$ cat config.mk
export PLATFORM = sky130hd
export DESIGN_NAME = uart_tx_frame
export DESIGN_NICKNAME = d
export VERILOG_FILES = /design/src/rtl/uart_tx_frame.sv
export SDC_FILE = /design/constraint.sdc
export NUM_CORES = 1
export LEC_CHECK = 0
export CAP_MARGIN = 20
export CORE_AREA = 2 2 85 87
export CTS_BUF_LIST = sky130_fd_sc_hd__clkbuf_16
export DETAILED_ROUTE_END_ITERATION = 8
export DIE_AREA = 0 0 87 89
export SYNTH_ARGS = -nofsm -noshare
export SYNTH_HDL_FRONTEND = slang
export SYNTH_SLANG_ARGS = --single-unit
$ cat constraint.sdc
create_clock -name CLK -period 2.5 [get_ports CLK]
set_clock_uncertainty 0.05 [all_clocks]
set_input_delay 0.75 -clock CLK [delete_from_list [all_inputs] [get_ports CLK]]
set_output_delay 0.75 -clock CLK [all_outputs]
set_load 0.02 [all_outputs]
$ cat src/rtl/uart_tx_frame.sv
// uart_tx_frame: UART transmitter, start + LSB-first data + optional parity + one stop bit
module uart_tx_frame #(
    parameter int DATA_WIDTH = 8
) (
    input  logic                  CLK,
    input  logic                  RST,
    input  logic [DATA_WIDTH-1:0] P_DATA,
    input  logic                  Data_Valid,
    input  logic                  PAR_EN,
    input  logic                  PAR_TYP,
    input  logic [7:0]            Prescale,
    output logic                  TX_OUT,
    output logic                  Busy,
    output logic                  Done
);
    localparam logic [3:0] LAST_BIT = 4'(DATA_WIDTH - 1);

    typedef enum logic [2:0] {IDLE, START, DATA, PARITY, STOP} state_t;

    state_t                state_q, state_n;
    logic [7:0]            cnt_q, cnt_n, p_q, p_n;
    logic [3:0]            bit_q, bit_n;
    logic [DATA_WIDTH-1:0] data_q, data_n, dsh;
    logic                  par_en_q, par_en_n, par_typ_q, par_typ_n;
    logic                  tx_n, done_n, last;

    assign last = cnt_q == p_q;

    // next state, counters and latches; TX_OUT is precomputed from the next state so it can be registered
    always_comb begin
        state_n   = state_q;
        cnt_n     = cnt_q + 8'd1;
        bit_n     = bit_q;
        data_n    = data_q;
        p_n       = p_q;
        par_en_n  = par_en_q;
        par_typ_n = par_typ_q;
        done_n    = 1'b0;
        case (state_q)
            IDLE: begin
                cnt_n = 8'd0;
                bit_n = 4'd0;
                if (Data_Valid) begin
                    state_n   = START;
                    cnt_n     = 8'd1;
                    data_n    = P_DATA;
                    p_n       = (Prescale == 8'd0) ? 8'd1 : Prescale;
                    par_en_n  = PAR_EN;
                    par_typ_n = PAR_TYP;
                end
            end
            START: if (last) begin
                state_n = DATA;
                cnt_n   = 8'd1;
            end
            DATA: if (last) begin
                cnt_n = 8'd1;
                if (bit_q == LAST_BIT) state_n = par_en_q ? PARITY : STOP;
                else bit_n = bit_q + 4'd1;
            end
            PARITY: if (last) begin
                state_n = STOP;
                cnt_n   = 8'd1;
            end
            STOP: if (last) begin
                state_n = IDLE;
                cnt_n   = 8'd0;
                done_n  = 1'b1;
            end
            default: state_n = IDLE;
        endcase
        dsh  = data_n >> bit_n;
        tx_n = (state_n == START)  ? 1'b0 :
               (state_n == DATA)   ? dsh[0] :
               (state_n == PARITY) ? (^data_n) ^ par_typ_n : 1'b1;
    end

    // state, latches and registered outputs
    always_ff @(posedge CLK or negedge RST) begin
        if (!RST) begin
            state_q   <= IDLE;
            cnt_q     <= 8'd0;
            bit_q     <= 4'd0;
            data_q    <= '0;
            p_q       <= 8'd0;
            par_en_q  <= 1'b0;
            par_typ_q <= 1'b0;
            TX_OUT    <= 1'b1;
            Busy      <= 1'b0;
            Done      <= 1'b0;
        end else begin
            state_q   <= state_n;
            cnt_q     <= cnt_n;
            bit_q     <= bit_n;
            data_q    <= data_n;
            p_q       <= p_n;
            par_en_q  <= par_en_n;
            par_typ_q <= par_typ_n;
            TX_OUT    <= tx_n;
            Busy      <= state_n != IDLE;
            Done      <= done_n;
        end
    end
endmodule
==> results of run 1 <==
-- cell usage in the layout, fill, tap and decap left out, types with 3 or more instances in the layout --
cell type        instances
nand3_1                  7
inv_1                    6
nand4_1                  6
nor2_1                  13
clkbuf_16                5
nor2b_1                  4
nand2_1                 31
nor3_1                   4
buf_4                   19
o211ai_1                 5
and4_1                   3
mux2_2                   6
o21ai_0                  3
dfrtp_1                 35
xnor2_1                 17
clkdlybuf4s50_1         22
a21oi_1                  7
a31oi_1                  4
xor2_1                   3
-- logic make-up (layout without fill, tap and decap cells) --
| logic type | count (synthesis) | after routing | synth area share [%] |
|---|---|---|---|
| mux | 11 | 11 | 6.19 |
| flops | 36 | 36 | 45.1 |
| fa+ha+maj | 3 | 3 | 1.75 |
| xor+xnor | 23 | 23 | 11.5 |
| simple gates | 84 | 84 | 21.8 |
| buf+inv | 13 | 56 | 2.94 |
| compound gates | 31 | 31 | 10.7 |
-- final cells by class --
cell class	instances	area, sq um
Clock buffer	5	125
Clock inverter	2	7.51
Fill cell	657	4080
Inverter	6	22.5
Multi-Input combinational cell	152	1090
Sequential cell	36	902
Tap cell	80	100
Timing Repair Buffer	43	394
-- how the worst min path moves through the flow --
stage               startpoint      to  depth (start not counted)
finish                  p_q[4]  p_q[4]                          2
global route            p_q[4]  p_q[4]                          2
CTS                     p_q[4]  p_q[4]                          2
detailed placement      p_q[4]  p_q[4]                          2
global placement        p_q[7]  p_q[7]                          2
floorplan                  RST    Busy                          0
-- metrics by stage --
stage          util [%]  std cells  power [mW]  setup TNS (ns)
2_1_floorplan         -        201        2.02               0
5_1_grt            39.3        324        3.39               0
3_5_place_dp       35.5        309        2.40          -0.641
4_1_cts            38.1        318        3.04               0
3_3_place_gp       35.5        309        2.38          -0.614
6_report           39.3        324        3.16               0
-- power by group through the flow --
stage,logic [mW],registers (mW),clock network [mW]
3_5_place_dp,1.40,1.00,0
4_1_cts,1.46,0.997,0.585
3_3_place_gp,1.39,0.997,0
2_1_floorplan,1.06,0.958,0
6_report,1.58,1.00,0.572
5_1_grt,1.75,1.03,0.614
-- routing by layer --
metal | track usage, % | up-vias | wire, microns
li1 | - | 804 | -
met1 | 18.8 | 799 | 2280
met2 | 22.1 | 50 | 2290
met3 | 2.86 | 15 | 166
met4 | 6.53 | 0 | 128
met5 | 0 | - | 0
-- flip-flops by register name, indices dropped and copies added, names as in the netlist --
| signal | cells |
|---|---|
| data_q | 8 |
| state_q | 3 |
| TX_OUT | 1 |
| Busy | 1 |
| cnt_q | 8 |
| Done | 1 |
| par_typ_q | 1 |
| bit_q | 4 |
| par_en_q | 1 |
| p_q | 8 |
-- worst max-delay path, cell delays in order --
cell,delay (ns)
buf_6,0.08
nor4b_4,0.21
buf_4,0.18
mux2_4,0.31
xor3_1,0.38
xnor3_1,0.34
o211ai_1,0.09
o21a_1,0.16
o31ai_2,0.07
-- what timing repair did --
| action | CTS | global route |
|---|---|---|
| buffers inserted | 3 | 7 |
| gates resized for setup | 7 | 10 |
| setup endpoints to repair | 1 | 1 |
| pin swaps | 2 | 4 |
==> run_results.csv, run 1 <==
group,metric,value,unit
synthesis,synthTopCellsByCount,"dfrtp_1 (35), nand2_1 (31), xnor2_1 (18)",
worst_setup_path,rrSetupSlack,0.15,ns
worst_setup_path,arrival,2.56,ns
sta,fmax,0.416,GHz
die,die_y,89,microns
worst_setup_path,startpoint_type,"input port",
worst_setup_path,reg2reg_depth,8,
die,core,6720,sq um
worst_setup_path,critPathCaptureType,"register",
worst_setup_path,worstPathRequired,2.65,ns
synthesis,yosys_warnings,0,
finish,design_area,2640,sq um
sta,hold_ws,0.456,ns
finish,final_nets,267,
power,p_seq_share,31.7,%
clock_network,h-tree-depth,2,
synthesis,synth_edf_count,0,
clock_network,clockRootBuffer,"clkbuf_16",
placed_design,place_area,2390,sq um
detailed_routing,wl_per_cell,15.0,microns
synthesis,yosysMostFrequentCell,"dfrtp_1",
synthesis,synth-async-reset-ratio,100,%
die,fp.dieW,87,microns
detailed_routing,via_per_inst,5.15,
sta,slew_viol_final,0,
finish,drive_above_1_share,18.9,%
synthesis,synthCells,201,
power,p_sw,1.12,mW
power,pwr-share-clk,18.1,%
clock_network,cts_tree,"built",
clock_network,clkTransAtPathRegs,0.05,ns
sta,setup_slack,0.0970,ns
detailed_routing,vias,1668,
die,io_pins,24,
power,peakVddDrop,802,uV
hold_path,hold_class,"register to register",
detailed_routing,route.detailed.drc,0,
finish,diodes,0,
die,fp-row-count,30,
synthesis,synth_top_area_share,43.8,%
global_route,grt_max_degree,37,
clock_network,cts_buffers,5,
die,dieArea,7740,sq um
detailed_routing,finalWirelength,4.87,mm
power,comb_power_share,50.2,%
die,initial_core_util,29.8,%
finish,syn_to_final_growth,31.8,%
clock_network,cts.sinks,36,
clock_network,clk_latency,0.27,ns
sta,finalHoldViolations,0,
power,internal_power,2.04,mW
synthesis,syn_nets,224,
sta,setup_viol,0,
global_route,grt_pass1_wl,8.42,mm
global_route,grt_remaining_overflow,0,
sta,fin_crit,2.40,ns
worst_setup_path,rr_endpoint,"TX_OUT",
detailed_routing,drt-initial-drc-count,183,
sta,period_share,96.1,%
worst_setup_path,path_class,"input port to register",
sta,slew_headroom,69.9,%
placed_design,gp_congestion,0.955,
global_route,grt_pass1_vias,1743,
clock_network,hold_buffers,0,
worst_setup_path,cp_max_fo,2,
worst_setup_path,worstSetupEndpoint,"TX_OUT",
sta,tightest_slew,0.452,ns
power,cellLeakagePower,1.13,nW
worst_setup_path,reg2reg_from,"state_q[0]",
placed_design,portBuffers,23,
worst_setup_path,crit_start,"Data_Valid",
detailed_routing,dr.pass1.iters,5,
power,p_per_area,1200,nW/um^2
synthesis,synth.top_cells.by_area,"dfrtp_1 (44%), xnor2_1 (7.9%), nand2_1 (5.8%)",
synthesis,ys.flop_type,"dfrtp_1",
sta,rsz0062_at_grt,"no",
global_route,antenna_found_initial,0,
synthesis,ys_types,46,
synthesis,syn_area_per_cell,9.96,sq um
synthesis,ys_ff_latch,36,
placed_design,dp_slack,-0.641,ns
synthesis,yosysSeqAreaShare,45.1,%
clock_network,clk_path_buf_depth,2,
placed_design,place_hpwl,3.43,mm
status,status,"complete, no violations",
power,swShare,35.4,%
global_route,grtUsageTotal,14.1,%
detailed_routing,drt.antenna.violating_nets,0,
run,maxCapViolCount,0,
synthesis,syn_area,2000,sq um
synthesis,yosys.area.top_type,"dfrtp_1",
Note: power is estimated with default switching activity, not from simulation.
==> run 2, diff against run 1 <==
- DONT_BUFFER_PORTS: default -> 1
- GPL_TIMING_DRIVEN: default -> 0
- SETUP_SLACK_MARGIN: default -> 0.1
==> run 2 against run 1 <==
Core utilization decreased by 4.6 points; sequential power about the same; register-to-register slack is essentially flat; hold slack got worse by 0.34 ns; largest cell class unchanged.
==> run_results.csv, run 2 (synthesis results as in run 1) <==
group,metric,value,unit
worst_setup_path,arrival,2.49,ns
worst_setup_path,path_class,"register to register",
worst_setup_path,worstPathRequired,2.65,ns
finish,drive_above_1_share,16.0,%
placed_design,gp_congestion,0.803,
global_route,grtUsageTotal,11.9,%
die,fp-row-count,30,
clock_network,cts_buffers,5,
finish,final_common_cell,"dfrtp_1",
power,cellLeakagePower,0.996,nW
global_route,grt_pass1_wl,7.28,mm
die,initial_core_util,29.8,%
finish,diodes,0,
detailed_routing,vias,1497,
finish,finish.utilization,34.7,%
detailed_routing,finalWirelength,4.27,mm
sta,slew_headroom,58.8,%
die,die_y,89,microns
sta,fmax,0.427,GHz
detailed_routing,via_per_inst,5.13,
clock_network,hold_buffers,0,
sta,tightest_slew,0.612,ns
placed_design,place_hpwl,3.10,mm
finish,final_cell_mix,"dfrtp_1 (35), nand2_1 (31), xnor2_1 (16)",
sta,rsz0062_at_grt,"yes",
global_route,grt_pass1_vias,1490,
detailed_routing,wl_per_cell,14.6,microns
finish,n_fill_cell,670,
placed_design,place_inst,281,
power,peakVddDrop,476,uV
placed_design,portBuffers,0,
detailed_routing,dr.pass1.iters,4,
die,dieArea,7740,sq um
finish,top_regs,"cnt_q x8, data_q x8, p_q x8",
finish,syn_to_final_growth,16.4,%
clock_network,clkTransAtPathRegs,0.06,ns
run,maxCapViolCount,0,
clock_network,clockRootBuffer,"clkbuf_16",
sta,slew_viol_final,0,
placed_design,place_area,2130,sq um
sta,period_share,93.6,%
detailed_routing,route.detailed.drc,0,
worst_setup_path,cp_max_fo,10,
clock_network,cts.sinks,36,
power,p_per_area,1280,nW/um^2
sta,setup_slack,0.161,ns
clock_network,h-tree-depth,2,
finish,final_nets,234,
sta,setup_viol,0,
finish,design_area,2330,sq um
global_route,antenna_found_initial,0,
status,status,"complete, no violations",
worst_setup_path,critPathCaptureType,"register",
finish,layout.cells.non_filler,292,
clock_network,cts_tree,"built",
clock_network,clk_latency,0.28,ns
placed_design,dp_slack,-0.227,ns
die,core,6720,sq um
sta,fin_tns_setup,0,ns
worst_setup_path,startpoint_type,"register",
hold_path,hold_class,"input port to async pin",
global_route,grt_remaining_overflow,0,
detailed_routing,drt-initial-drc-count,53,
global_route,grt_max_degree,37,
die,io_pins,24,
sta,fin_crit,2.34,ns
sta,finalHoldViolations,0,
detailed_routing,drt.antenna.violating_nets,0,
clock_network,clk_path_buf_depth,2,
die,fp.dieW,87,microns
## run 2: area by class of cell
class                   count  area, sq um  share of cell area (%)
plain buffers               7         46.3                    1.99
clock buffers               5          125                    5.37
flip-flops and latches     36          902                    38.7
repair buffers              3         26.3                    1.13
inverters                   6         22.5                   0.967
clock inverters             3         11.3                   0.483
well taps                  80          100                    4.30
multi-input cells         152         1100                    47.0
## run 2: critical path, stage by stage (launching register included)
cell and delay [ns]:
dfrtp_1 0.37, buf_6 0.14, nor4b_4 0.25, buf_6 0.16
buf_6 0.16, mux2_4 0.33, xnor2_2 0.14, xnor3_1 0.34
o211ai_1 0.09, o21a_1 0.16, o31ai_2 0.06
## run 2: power breakdown
part	switching [mW]	total, mW	internal [mW]
Combinational	0.642	1.38	0.741
Sequential	0.195	1.01	0.811
Clock	0.225	0.583	0.358
## run 2: what timing repair did
item | CTS | global route
setup endpoints to repair | 1 | 1
resized for setup | 3 | 8
pin swaps | 1 | 1
buffers inserted | 2 | 1
## run 2: per-stage QoR
stage	power (mW)	hold slack, ns
final	2.97	0.112
after global routing	3.21	0.104
after CTS	2.94	0.105
after detailed placement	2.30	0.405
after global placement	2.29	0.405
after floorplan	2.05	0.404
## run 2: final timing paths
kind | start | cells past startpoint | to | slack [ns]
worst max-delay path | state_q[0] | 10 | TX_OUT | 0.16
worst min-delay path | RST | 0 | p_q[7] | 0.11
worst max register to register | state_q[0] | 10 | TX_OUT | 0.16
worst min register to register | p_q[5] | 2 | p_q[5] | 0.45
max in group asynchronous | RST | 0 | TX_OUT | 2.11
min in group CLK | p_q[5] | 2 | p_q[5] | 0.45
## run 2: layer usage
layer	routed length (microns)	global-route usage, %	up-vias	share of wire (%)
li1	-	-	733	-
met5	0	0	-	0
met4	61	4.69	0	1.4
met3	199	2.22	5	4.7
met1	1950	15.9	719	46
met2	2060	19.2	40	48
==> run 3, diff against run 2 <==
- CTS_CLUSTER_SIZE: default -> 10
==> results of run 3 <==
Final layout, timing and power as in run 2 (identical DEF).
